**config.mk**
```make
export PLATFORM = sky130hd
export DESIGN_NAME = fifo_ptr_ctrl
export DESIGN_NICKNAME = d
export VERILOG_FILES = /design/src/rtl/fifo_ptr_ctrl.sv
export SDC_FILE = /design/constraint.sdc
export NUM_CORES = 1
export LEC_CHECK = 0
export BUFFER_PORTS_ARGS = -buffer_cell sky130_fd_sc_hd__buf_2
export CELL_PAD_IN_SITES_DETAIL_PLACEMENT = 2
export CELL_PAD_IN_SITES_GLOBAL_PLACEMENT = 2
export CORE_ASPECT_RATIO = 1.4
export CORE_UTILIZATION = 26
export DETAILED_ROUTE_END_ITERATION = 10
export PLACE_DENSITY = 0.86
export SYNTH_ARGS = -nofsm -noshare
export SYNTH_HDL_FRONTEND = slang
export SYNTH_SLANG_ARGS = --single-unit
```
**constraint.sdc**
```tcl
create_clock -name clk -period 2.8 [get_ports clk]
set_clock_uncertainty 0.15 [all_clocks]
set_input_delay 0.56 -clock clk [delete_from_list [all_inputs] [get_ports clk]]
set_output_delay 0.56 -clock clk [all_outputs]
set_load 0.05 [all_outputs]
```
**src/rtl/fifo_ptr_ctrl.sv**
```systemverilog
// Single-clock FIFO pointer/status controller: wrap-bit pointers, registered flags and level.
// Optional sticky overflow/underflow flags are built only when FIFO_PTR_ERR_EN is defined.
module fifo_ptr_ctrl #(
    parameter int ADDR      = 5,
    parameter int AF_THRESH = 2**ADDR - 2,
    parameter int AE_THRESH = 2
) (
    input  logic            clk,
    input  logic            rst,
    input  logic            wr_en,
    input  logic            rd_en,
    input  logic            err_clr,
    output logic [ADDR-1:0] waddr,
    output logic [ADDR-1:0] raddr,
    output logic            mem_we,
    output logic            rd_ack,
    output logic [ADDR:0]   wptr,
    output logic [ADDR:0]   rptr,
    output logic [ADDR:0]   level,
    output logic            full,
    output logic            empty,
    output logic            almost_full,
    output logic            almost_empty,
    output logic            overflow,
    output logic            underflow
);

    localparam logic [ADDR:0] L_AF = (ADDR+1)'(AF_THRESH);
    localparam logic [ADDR:0] L_AE = (ADDR+1)'(AE_THRESH);

    logic [ADDR:0] r_wptr;
    logic [ADDR:0] r_rptr;
    logic [ADDR:0] r_level;
    logic          r_full;
    logic          r_empty;
    logic          r_almost_full;
    logic          r_almost_empty;

    logic          w_push;
    logic          w_pop;
    logic [ADDR:0] w_wptr_next;
    logic [ADDR:0] w_rptr_next;
    logic [ADDR:0] w_level_next;

    assign w_push       = wr_en & ~r_full;
    assign w_pop        = rd_en & ~r_empty;
    assign w_wptr_next  = r_wptr + {{ADDR{1'b0}}, w_push};
    assign w_rptr_next  = r_rptr + {{ADDR{1'b0}}, w_pop};
    assign w_level_next = w_wptr_next - w_rptr_next;

    // NOTE: flags are derived from the next-state pointers so they land in the
    // same cycle as the pointers they describe; deriving them from r_wptr/r_rptr
    // would leave a one-cycle stale window and allow a push into a full FIFO.
    always_ff @(posedge clk) begin
        if (rst) begin
            r_wptr         <= '0;
            r_rptr         <= '0;
            r_level        <= '0;
            r_full         <= 1'b0;
            r_empty        <= 1'b1;
            r_almost_full  <= (L_AF == '0);
            r_almost_empty <= 1'b1;
        end else begin
            r_wptr         <= w_wptr_next;
            r_rptr         <= w_rptr_next;
            r_level        <= w_level_next;
            r_full         <= (w_wptr_next[ADDR] != w_rptr_next[ADDR]) &&
                              (w_wptr_next[ADDR-1:0] == w_rptr_next[ADDR-1:0]);
            r_empty        <= (w_wptr_next == w_rptr_next);
            r_almost_full  <= (w_level_next >= L_AF);
            r_almost_empty <= (w_level_next <= L_AE);
        end
    end

`ifdef FIFO_PTR_ERR_EN
    logic r_overflow;
    logic r_underflow;

    // A new error in the same cycle as err_clr keeps the flag set.
    always_ff @(posedge clk) begin
        if (rst) begin
            r_overflow  <= 1'b0;
            r_underflow <= 1'b0;
        end else begin
            r_overflow  <= (r_overflow  & ~err_clr) | (wr_en & r_full);
            r_underflow <= (r_underflow & ~err_clr) | (rd_en & r_empty);
        end
    end

    assign overflow  = r_overflow;
    assign underflow = r_underflow;
`else
    logic w_unused_err_clr;

    assign w_unused_err_clr = err_clr;
    assign overflow         = 1'b0;
    assign underflow        = 1'b0;
`endif

    assign waddr        = r_wptr[ADDR-1:0];
    assign raddr        = r_rptr[ADDR-1:0];
    assign mem_we       = w_push;
    assign rd_ack       = w_pop;
    assign wptr         = r_wptr;
    assign rptr         = r_rptr;
    assign level        = r_level;
    assign full         = r_full;
    assign empty        = r_empty;
    assign almost_full  = r_almost_full;
    assign almost_empty = r_almost_empty;

endmodule

```
==> reports/results.ini <==
[run_status]
outcome = complete, no violations

[grt]
grt.overflow.total = 0
grt.total_usage_pct = 15.1
grt_pass1_vias = 1045
grt_antenna_before_repair = 0
grt_start_max_net_pins = 23
grt_pass1_wl_um = 5180

[layout]
final_common_cell = buf_2
final_cell_mix = buf_2 (37), dfxtp_1 (21), nor2_1 (18)
fin_nets = 170
n_antenna_cell = 0
syn_to_final_growth_pct = 28.5
drive_above_1_share_pct = 41.9

[setup_path]
critPathBufInv = 2
cpLargestDelayFamily = adder cells
end_kind = flop
reg2reg_from = empty$_SDFF_PP1_
cp_slowest_stage_delay_ns = 0.32
critical_path_class = primary input to flop
crit_chain = buf_2, nor2b_4, ha_4, ha_4, inv_1, ha_1, nor2b_1, o21ai_1, nand2b_2, a311oi_2, xor2_1, a21oi_1
start_kind = primary input
worstPathRequired_ns = 2.79
worstPathArrival_ns = 2.66
crit_start = rd_en
crit_fanout = 3
crit_top_cell = ha_4
crit_slowest_cell = ha_1
r2r_slack_ns = 0.24

[sta]
drv_slew = 0
setup_viol = 0
period_needed_ns = 2.67
hold_viol_final = 0
grt_setup_unrepaired = false
fin_crit_sh_pct = 95.5
hold_ws_ns = 0.400
clock.fmax_mhz = 374

[drt]
antenna_left = 0
dr.pass1.iters = 4
drt-initial-drc-count = 12
post_drt_via_cell_ratio = 4.33
drt-total-wl_um = 3300
post_drt_wl_per_cell_um = 15.3
drc = 0
vias = 931

[hold_path]
holdCritStartpoint = wptr[5]$_SDFF_PP0_
hp-class = flop to flop

[power_and_ir_drop]
p_leak_uw = 0.000695
p_per_area_nw_per_um2 = 690
power_uw = 1030
vdd_ir_drop_max_mv = 0.275

[floorplan]
die_w_um = 58.5
die_height_um = 81.2
rows = 28
fp.coreArea_um2 = 4270
initial_core_util_pct = 27.2
die_area_um2 = 4750
io_pins = 41

[synth]
postSynthCellCount = 121
synthAdderAreaFrac_pct = 11.2
synth_top_family_by_area = simple AND/OR/NAND/NOR gates
synth_top_cell_area_share_pct = 37.8
synthMuxAreaShare_pct = 0
synth_area_leaders = dfxtp_1 (38%), ha_1 (8.6%), buf_4 (7.7%), xor2_1 (7.5%), nor2_1 (5.8%)
ys_types = 32
ys_ff_latch = 22
ys_seq_area_share_pct = 37.8
yosysWarnings = 0
synth-xor-area-share_pct = 14.1
synth_compound_area_share_pct = 6.34
syn-mean-instance-area_um2 = 9.62
syn-cell-area_um2 = 1160
synthSimpleGateAreaFrac_pct = 18.9
synth_area_leader_cell = dfxtp_1

[clock_network]
cts_tree = done
clk_latency_ns = 0.26
clock_sinks = 22
cts_buffers = 3
clkTransAtPathRegs_ns = 0.09
cts_htree_levels = 1
clockBufferDepth = 2
cts_setup_buffers = 0
hold_buffers = 0
clock-root-buffer = clkbuf_8
cts_resized = 0

[placed_design]
port_buffers = 37
place_hpwl_um = 2520
finalWeightedCongestion = 0.730

[run]
drv_cap = 0

cells in the mapped netlist (all sizes together):
library cell and number:
nor2b 6, nand2b 1, buf 14, dfxtp 22, nor3 2, conb 1, a311oi 1, ha 8
o211ai 2, nor4 1, nor2 18, a31o 1, nand3 8, o21a 1, xor2 11, inv 4
a21oi 3, and3 3, fa 1, nand2 2, maj3 1, clkbuf 1, o21ai 1, a21o 1
xnor2 6, nand4 1
power by group:
| group | switching [uW] | leakage, uW | internal [uW] |
|---|---|---|---|
| logic | 295 | 0.000486 | 130 |
| clock network | 110 | 0.0000288 | 125 |
| registers | 21.0 | 0.000179 | 351 |
state kept, by name, indices dropped and copies added (netlist names):
| name | cells |
|---|---|
| almost_empty | 1 |
| almost_full | 1 |
| empty | 1 |
| full | 1 |
| level | 6 |
| rptr | 6 |
| wptr | 6 |
cells by family (layout without fill, tap and decap cells):
logic type / after synthesis / count (layout)
simple gates: 42 / 42
flops: 22 / 22
buf+inv: 19 / 52
xor+xnor: 17 / 17
fa+ha+maj: 10 / 10
compound gates: 10 / 10
other cells: 1 / 2
worst min-delay path, cell delays in order, from the launching register on:
cell and delay (ns):
dfxtp_1 0.35, xor2_1 0.10, nor2_1 0.08
path summary, 6_finish.rpt:
kind                                          endpoint  cells past startpoint
worst max-delay path            almost_full$_SDFF_PP0_                     12
worst min-delay path                wptr[5]$_SDFF_PP0_                      2
worst max register to register  almost_full$_SDFF_PP0_                     11
worst min register to register      wptr[5]$_SDFF_PP0_                      2
metal layers:
metal | global-route usage [%] | vias to the layer above | wire, um
met5 | 0 | - | 0
met4 | 6.90 | 0 | 70
met3 | 1.43 | 4 | 95
met2 | 30.5 | 22 | 1920
met1 | 14.9 | 456 | 1210
li1 | - | 449 | -
area by class of cell:
type                       instances  area [um^2]
timing repair buffer              44          238
multi-input combinational         81          671
tap                               60         75.1
sequential                        22          442
inverter                           4         15.0
clock buffer                       4         55.1
fill                             496         2780
through the flow:
stage	utilization, %	setup TNS [ns]	area [um^2]	cells	setup WS [ns]
4_1_cts	35.0	0	1500	215	0.136
3_3_place_gp	33.7	-0.0259	1440	211	-0.0168
2_1_floorplan	-	-0.164	1240	122	-0.0818
3_5_place_dp	33.7	-0.318	1440	211	-0.104
5_1_grt	35.0	0	1500	215	0.0599
6_report	35.0	0	1500	215	0.127
(Power assumes the default switching activity.)
